$ cat src/rtl/vga_image_scanner.sv
// vga_image_scanner
// Generates 640x480@60 VGA timing from clk, addresses the image memory with
// vgaAdress, and turns the returned grayscale byte into RGB332 with active-low
// syncs. Pixels outside the IMG_W x IMG_H window are driven black.
//
// Ports
//   clk, rst_n           system clock, async active-low reset
//   vgaAdress   [18:0]   registered read address (index of the current pixel)
//   ImageData   [7:0]    memory data, valid RD_LAT clocks after vgaAdress
//   vga_r/g/b            RGB332 (r=g=data[7:5], b=data[7:6])
//   vga_hsync/vsync      active-low syncs, aligned with RGB
//   frame_start          one-clock pulse with the output of pixel (0,0)
module vga_image_scanner #(
  parameter int CLK_DIV = 2,
  parameter int RD_LAT  = 1,
  parameter int IMG_W   = 640,
  parameter int IMG_H   = 480
) (
  input  logic        clk,
  input  logic        rst_n,
  output logic [18:0] vgaAdress,
  input  logic [7:0]  ImageData,
  output logic [2:0]  vga_r,
  output logic [2:0]  vga_g,
  output logic [1:0]  vga_b,
  output logic        vga_hsync,
  output logic        vga_vsync,
  output logic        frame_start
);

  localparam int DIV_W = (CLK_DIV > 1) ? $clog2(CLK_DIV) : 1;
  localparam logic [DIV_W-1:0] DIV_LAST = DIV_W'(CLK_DIV - 1);

  localparam logic [9:0] H_LAST      = 10'd799;
  localparam logic [9:0] H_SYNC_BEG  = 10'd656;
  localparam logic [9:0] H_SYNC_END  = 10'd751;
  localparam logic [9:0] V_LAST      = 10'd524;
  localparam logic [9:0] V_SYNC_BEG  = 10'd490;
  localparam logic [9:0] V_SYNC_END  = 10'd491;
  localparam logic [9:0] IMG_W_C     = 10'(IMG_W);
  localparam logic [9:0] IMG_H_C     = 10'(IMG_H);
  // Explicit compare keeps the wrap correct even for a full 2^19 image.
  localparam logic [18:0] ADDR_LAST  = 19'(IMG_W * IMG_H - 1);

  logic [DIV_W-1:0] div_q, div_d;
  logic [9:0]       h_q, h_d, v_q, v_d;
  logic [18:0]      addr_q, addr_d;
  logic             pix_ce;
  logic             in_img, hs, vs, first, entry;

  // Per-pixel flags {valid, img, hs, vs, first}, delayed to meet the data.
  logic [4:0]               stage_in;
  logic [RD_LAT-1:0][4:0]   pipe_q, pipe_d;
  logic [RD_LAT:0][4:0]     chain;
  logic [4:0]               cap;
  logic                     cap_ce;

  logic [2:0] r_q, r_d, g_q, g_d;
  logic [1:0] b_q, b_d;
  logic       hsync_q, hsync_d, vsync_q, vsync_d, fs_q, fs_d;
  logic       unused_bits;

  assign unused_bits = ^ImageData[4:0];

  assign pix_ce = (div_q == DIV_LAST);
  assign in_img = (h_q < IMG_W_C) && (v_q < IMG_H_C);
  assign hs     = (h_q >= H_SYNC_BEG) && (h_q <= H_SYNC_END);
  assign vs     = (v_q >= V_SYNC_BEG) && (v_q <= V_SYNC_END);
  assign first  = (h_q == 10'd0) && (v_q == 10'd0);
  // div_q is 0 on the first clock of every pixel (including right after
  // reset), so the flags enter the pipe while the counters show that pixel.
  assign entry  = (div_q == '0);

  assign stage_in = {entry, in_img, hs, vs, first};
  assign chain    = {pipe_q, stage_in};
  assign pipe_d   = chain[RD_LAT-1:0];
  assign cap      = pipe_q[RD_LAT-1];
  assign cap_ce   = cap[4];

  always_comb begin
    div_d  = pix_ce ? '0 : div_q + 1'b1;
    h_d    = h_q;
    v_d    = v_q;
    addr_d = addr_q;
    if (pix_ce) begin
      if (h_q == H_LAST) begin
        h_d = 10'd0;
        v_d = (v_q == V_LAST) ? 10'd0 : v_q + 10'd1;
      end else begin
        h_d = h_q + 10'd1;
      end
      if (in_img) begin
        addr_d = (addr_q == ADDR_LAST) ? '0 : addr_q + 19'd1;
      end
    end
  end

  always_comb begin
    r_d     = r_q;
    g_d     = g_q;
    b_d     = b_q;
    hsync_d = hsync_q;
    vsync_d = vsync_q;
    fs_d    = 1'b0;
    if (cap_ce) begin
      r_d     = cap[3] ? ImageData[7:5] : 3'd0;
      g_d     = cap[3] ? ImageData[7:5] : 3'd0;
      b_d     = cap[3] ? ImageData[7:6] : 2'd0;
      hsync_d = ~cap[2];
      vsync_d = ~cap[1];
      fs_d    = cap[0];
    end
  end

  always_ff @(posedge clk or negedge rst_n) begin
    if (!rst_n) begin
      div_q   <= '0;
      h_q     <= '0;
      v_q     <= '0;
      addr_q  <= '0;
      pipe_q  <= '0;
      r_q     <= '0;
      g_q     <= '0;
      b_q     <= '0;
      hsync_q <= 1'b1;
      vsync_q <= 1'b1;
      fs_q    <= 1'b0;
    end else begin
      div_q   <= div_d;
      h_q     <= h_d;
      v_q     <= v_d;
      addr_q  <= addr_d;
      pipe_q  <= pipe_d;
      r_q     <= r_d;
      g_q     <= g_d;
      b_q     <= b_d;
      hsync_q <= hsync_d;
      vsync_q <= vsync_d;
      fs_q    <= fs_d;
    end
  end

  assign vgaAdress   = addr_q;
  assign vga_r       = r_q;
  assign vga_g       = g_q;
  assign vga_b       = b_q;
  assign vga_hsync   = hsync_q;
  assign vga_vsync   = vsync_q;
  assign frame_start = fs_q;

endmodule

$ cat config.mk
export PLATFORM = sky130hd
export DESIGN_NAME = vga_image_scanner
export DESIGN_NICKNAME = d
export VERILOG_FILES = /design/src/rtl/vga_image_scanner.sv
export SDC_FILE = /design/constraint.sdc
export NUM_CORES = 1
export LEC_CHECK = 0
export ABC_CLOCK_PERIOD_IN_PS = 2700
export CAP_MARGIN = 10
export CORE_MARGIN = 4
export CORE_UTILIZATION = 46
export CTS_CLUSTER_SIZE = 14
export DETAILED_ROUTE_END_ITERATION = 10
export GPL_TIMING_DRIVEN = 0
export PLACE_DENSITY = 0.7
export REMOVE_ABC_BUFFERS = 1
export SLEW_MARGIN = 25
export SYNTH_ARGS = -nofsm -noshare
export SYNTH_HDL_FRONTEND = slang
export SYNTH_SLANG_ARGS = --single-unit
$ cat constraint.sdc
create_clock -name clk -period 2.7 [get_ports clk]
set_input_delay 0.405 -clock clk [delete_from_list [all_inputs] [get_ports clk]]
set_output_delay 0.405 -clock clk [all_outputs]
set_load 0.02 [all_outputs]
==> impl_metrics.ini, run 1 <==
[job]
maxCapViolations = 0

[detailed_routing]
drt_iter0_drc = 94
vias_per_cell = 5.77
drt-pass1-iter-count = 4
wl_per_cell_um = 14.6
vias = 2032
antenna_left = 0
post-route-drc-count = 0
detail_route.wirelength_mm = 5.14

[setup_path]
path_class = flip-flop to flip-flop
critical_path.top_delay_family = simple AND/OR/NAND/NOR gates
worst_path_most_repeated_cell = or4_1
cp_max_fo = 17
crit_chain = inv_1, or4_1, or4_1, a21oi_1
cpMaxStageDelayCell = or4_1
critPathLaunchType = flip-flop
cp_num_buf_inv = 1
crit_arrival_ns = 2.72
critPathMaxStageDelay_ns = 0.84
required_ns = 2.94
crit_path_end_kind = flip-flop

[sta]
fin_crit_ns = 2.48
fmaxAchievable_mhz = 403
max-slew-margin-rel_pct = 57.5
worstMarginPinSlew_ns = 0.633
setup_viol = 0
fin_setup_tns_ns = 0
period_share_pct = 91.8
finalHoldViolations = 0
skew_ns = 0.00524
whs_ns = 0.107
fin_ws_ns = 0.220
maxSlewViolCount = 0
rsz0062_at_grt = no

[die]
core_area_sq_um = 5200
rows = 26
die-width_um = 81.8
io-pin-count = 40
die_h_um = 81.8
dieArea_sq_um = 6700
start_util_pct = 48.2

[cts]
clock_latency_ns = 0.31
cts_root_buf = clkbuf_8
htreeDepth = 2
cts.sinks = 50
clkTransAtPathRegs_ns = 0.10
cts_tree = yes
cts_hold_buf = 0
numCtsBuffers = 5
postCtsSetupRepairBufs = 0
cts_buffer_depth = 2
ctsResizeCount = 0

[power]
leakage_nw = 1.26
irDropWorstVdd_v = 0.000214
power_density_nw_per_um2 = 447

[status]
status = finished, final reports clean

[finish]
drive_above_1_share_pct = 5.67
layout_common_cells = dfrtp_1, clkdlybuf4s50_1, nand2_1
mostFrequentLayoutCell = dfrtp_1
fillCellCount = 452
fin_nets = 296
antennaDiodeCount = 0
syn2layout_area_growth_pct = 19.1

[grt]
gr-total-overflow = 0
grt_pass1_vias = 1894
use_met3_pct = 3.95
grt_max_degree = 51
grt_pass1_wl_mm = 8.51
grt_use_met1_pct = 20.6
met2_usage_pct = 27.1
grtUsageTotal_pct = 16.4
grt_antenna_before_repair = 0
grt-busiest-layer = met2

[logic_synthesis]
syn_avg_cell_area_sq_um = 9.87
ys_seq_elements = 50
synthArstFlopShare_pct = 100
synth_edf_count = 0
yosysSeqAreaShare_pct = 50.0
ys.flop_type = dfrtp_1
yosys_warnings = 0
syn_area_sq_um = 2510
syn_inst = 254
synth_cell_types = 44

[placement]
gp_congestion = 0.809
dp_hpwl_mm = 3.53
pre_cts_ws_ns = 0.239
io_buffers = 34

[worst_hold_path]
hold_class = primary input to asynchronous set/reset pin
through the flow:
step                power (W)  instance area, sq um  utilization [%]  std cells
global route          0.00138                  2990             57.4        352
finish                0.00133                  2990             57.4        352
global placement     0.000811                  2860             54.9        343
floorplan            0.000778                  2430                -        239
detailed placement   0.000811                  2870             55.1        344
CTS                   0.00136                  2980             57.2        352
cell families (layout without fill, tap and decap cells):
family / after synthesis / count (layout) / share of synthesized area [%]
flops: 50 / 50 / 50.0
mux: 1 / 1 / 0.449
simple gates: 108 / 108 / 24.6
xor+xnor: 18 / 18 / 6.29
compound gates: 45 / 45 / 11.3
buf+inv: 27 / 55 / 4.89
fa+ha+maj: 5 / 5 / 2.50
per-layer routing:
| metal | wire, um | vias to the layer above |
|---|---|---|
| met1 | 2460 | 992 |
| met5 | 0 | - |
| met4 | 78 | 0 |
| met2 | 2350 | 52 |
| met3 | 251 | 7 |
| li1 | - | 981 |
area by class of cell:
cell class | instances | area [sq um] | area share, %
clock buffers | 5 | 68.8 | 2.31
multi-input cells | 177 | 1140 | 38.3
well taps | 70 | 87.6 | 2.93
flip-flops and latches | 50 | 1250 | 42.0
inverters | 12 | 45.0 | 1.51
repair buffers | 35 | 343 | 11.5
clock inverters | 3 | 43.8 | 1.47
cell usage after synthesis, types with 2 or more instances:
cell,count,area (sq um)
a211oi_1,2,15.0
a21oi_1,7,35.0
a22o_1,2,17.5
a31oi_1,3,18.8
and2_1,2,12.5
and3_1,10,62.6
and4_1,3,26.3
buf_2,2,10.0
buf_4,5,37.5
clkbuf_1,8,30.0
dfrtp_1,48,1200
dfstp_2,2,52.6
ha_1,5,62.6
inv_1,12,45.0
nand2_1,19,71.3
nand3_1,17,85.1
nand4_1,9,56.3
nand4b_1,2,17.5
nor2_1,14,52.6
nor3_1,4,20.0
nor3b_1,2,15.0
nor4_1,7,43.8
nor4bb_1,2,20.0
o21ai_0,17,85.1
o31ai_1,6,45.0
or3_1,3,18.8
or4_1,8,60.1
xnor2_1,11,96.3
xor2_1,7,61.3
sequential cells by signal, indices dropped and copies added (netlist names), 3 cells and up:
name,flops
vgaAdress,19
h_q,10
v_q,10
cap,4
vga_g,3
power breakdown:
group / internal (W) / switching (W)
combinational: 0.0000162 / 0.0000257
clock: 0.000278 / 0.000262
sequential: 0.000751 / 0.00000188
total: 0.00104 / 0.000290
final timing paths:
| check | start | end | slack, ns | cells past startpoint |
|---|---|---|---|---|
| max in group asynchronous | rst_n | v_q[9]$_DFFE_PN0P_ | 2.19 | 1 |
| min in group clk | cap[2]$_DFF_PN0_ | vga_hsync$_DFFE_PN1P_ | 0.39 | 1 |
| worst max-delay path | div_q$_DFF_PN0_ | vgaAdress[13]$_DFFE_PN0P_ | 0.22 | 4 |
| worst max register to register | div_q$_DFF_PN0_ | vgaAdress[13]$_DFFE_PN0P_ | 0.22 | 4 |
| worst min register to register | cap[2]$_DFF_PN0_ | vga_hsync$_DFFE_PN1P_ | 0.39 | 1 |
| worst min-delay path | rst_n | frame_start$_DFF_PN0_ | 0.11 | 1 |
(Power assumes the default switching activity.)
==> run 2: changes to the inputs <==
--- a/config.mk
+++ b/config.mk
@@ -7,6 +7,7 @@
 export LEC_CHECK = 0
 export ABC_CLOCK_PERIOD_IN_PS = 2700
 export CAP_MARGIN = 10
+export CORE_ASPECT_RATIO = 0.8
 export CORE_MARGIN = 4
 export CORE_UTILIZATION = 46
 export CTS_CLUSTER_SIZE = 14
==> run 2 against run 1 <==
Compared with the run above: core utilization up 0.16 points; final cell count down 2.3%; power down 5.2%.
==> impl_metrics.ini, run 2 (same netlist as run 1, synthesis figures left out) <==
[sta]
max-slew-margin-rel_pct = 51.0
finalHoldViolations = 0
fin_crit_ns = 2.51
rsz0062_at_grt = no
fmaxAchievable_mhz = 398
skew_ns = 0.0118
maxSlewViolCount = 0
period_share_pct = 93.0
setup_viol = 0
fin_ws_ns = 0.190
worstMarginPinSlew_ns = 0.729

[die]
rows = 23
core_area_sq_um = 5150
die_h_um = 74.0
dieArea_sq_um = 6700
start_util_pct = 48.7
die-width_um = 90.5
io-pin-count = 40

[finish]
mostFrequentLayoutCell = dfrtp_1
fin_nets = 296
syn2layout_area_growth_pct = 18.2
antennaDiodeCount = 0
drive_above_1_share_pct = 5.67
fillCellCount = 451
final_area_sq_um = 2960
largest_reg_flops = 19
final_util_pct = 57.5
layout_common_cells = dfrtp_1, clkdlybuf4s50_1, nand2_1

[setup_path]
worstRegToRegCells = 4
r2r_slack_ns = 0.19
crit_arrival_ns = 2.74
cp_max_fo = 17
required_ns = 2.93
r2r-end = vgaAdress[13]$_DFFE_PN0P_
crit_path_end_kind = flip-flop
worstSetupStartpoint = div_q$_DFF_PN0_
path_class = flip-flop to flip-flop
critPathLaunchType = flip-flop
r2r_start = div_q$_DFF_PN0_

[detailed_routing]
dr_wl_met3_um = 199
post-route-drc-count = 0
antenna_left = 0
drt-pass1-iter-count = 4
dr.max_layer_used = met4
vias = 1945
met1_length_mm = 2.71
drt_iter0_drc = 130
detail_route.wirelength_mm = 5.03
wl_per_cell_um = 14.6
vias_per_cell = 5.65
met2WireLength_mm = 2.06

[cts]
cts.sinks = 50
htreeDepth = 2
cts_root_buf = clkbuf_8
cts_tree = yes
clkTransAtPathRegs_ns = 0.09
cts_buffer_depth = 2
postCtsSetupRepairBufs = 0
cts_hold_buf = 0
numCtsBuffers = 5
clock_latency_ns = 0.31
ctsResizeCount = 0

[power]
power_density_nw_per_um2 = 427
p_int_w = 0.000978
pwr-share-comb_pct = 3.3
irDropWorstVdd_v = 0.000185
p_seq_share_pct = 59.5
switchingPower_w = 0.000287
sw_frac_of_total_pct = 22.7
leakage_nw = 1.26
p_clk_share_pct = 37.2

[grt]
grt_pass1_wl_mm = 8.71
gr-total-overflow = 0
grtUsageTotal_pct = 16.2
grt_antenna_before_repair = 0
grt_max_degree = 51
grt_pass1_vias = 1807

[placement]
dp_hpwl_mm = 3.54
pre_cts_ws_ns = 0.240
io_buffers = 34
gp_congestion = 0.864
placed_area_sq_um = 2860

[worst_hold_path]
hold_class = primary input to asynchronous set/reset pin

[job]
maxCapViolations = 0

[status]
status = finished, final reports clean
-- run 2: cell count changes in the layout (fill, tap and decap cells not counted) --
cell and change:
clkbuf_8 +1, clkinv_2 -1, bufinv_16 -1, clkinv_4 +2, inv_6 -1
-- run 2: stage by stage --
stage                     total power, W  instances  hold WS (ns)  TNS (ns)
after detailed placement        0.000811        336         0.380         0
after global routing             0.00133        344         0.142         0
after CTS                        0.00129        344         0.121         0
after global placement          0.000811        335         0.370    -14.71
after floorplan                 0.000778        239         0.109         0
final                            0.00127        344         0.101         0
-- run 2: cell type report --
cell class / instances / area, sq um / area share [%]
inverters: 12 / 45.0 / 1.52
clock inverters: 2 / 17.5 / 0.591
well taps: 62 / 77.6 / 2.62
flip-flops and latches: 50 / 1250 / 42.3
clock buffers: 6 / 82.6 / 2.79
multi-input cells: 177 / 1140 / 38.6
repair buffers: 35 / 343 / 11.6
-- run 2: how the worst max path moves through the flow --
stage                                 to  cells past startpoint
2_1_floorplan         v_q[2]$_DFFE_PN0P_                      4
3_3_place_gp          v_q[2]$_DFFE_PN0P_                      4
3_5_place_dp   vgaAdress[15]$_DFFE_PN0P_                      4
4_1_cts        vgaAdress[13]$_DFFE_PN0P_                      4
5_1_grt        vgaAdress[13]$_DFFE_PN0P_                      4
6_report       vgaAdress[13]$_DFFE_PN0P_                      4
-- run 2: critical path, stage by stage, from the launching register on --
cell and delay, ns:
dfrtp_1 0.58, inv_1 0.24, or4_1 0.85, or4_1 0.60
a21oi_1 0.16
-- run 2: per-layer routing --
layer	global-route usage (%)	up-vias
met5	0	-
met4	5.09	0
met3	3.74	5
met2	23.5	35
met1	24.2	932
li1	-	973
-- run 2: power groups by stage --
stage          Clock [W]  Combinational, W  Sequential (W)
2_1_floorplan          0        0.00000252        0.000775
3_3_place_gp           0         0.0000439        0.000767
3_5_place_dp           0         0.0000435        0.000767
4_1_cts         0.000491         0.0000437        0.000753
5_1_grt         0.000526         0.0000468        0.000753
6_report        0.000471         0.0000419        0.000752
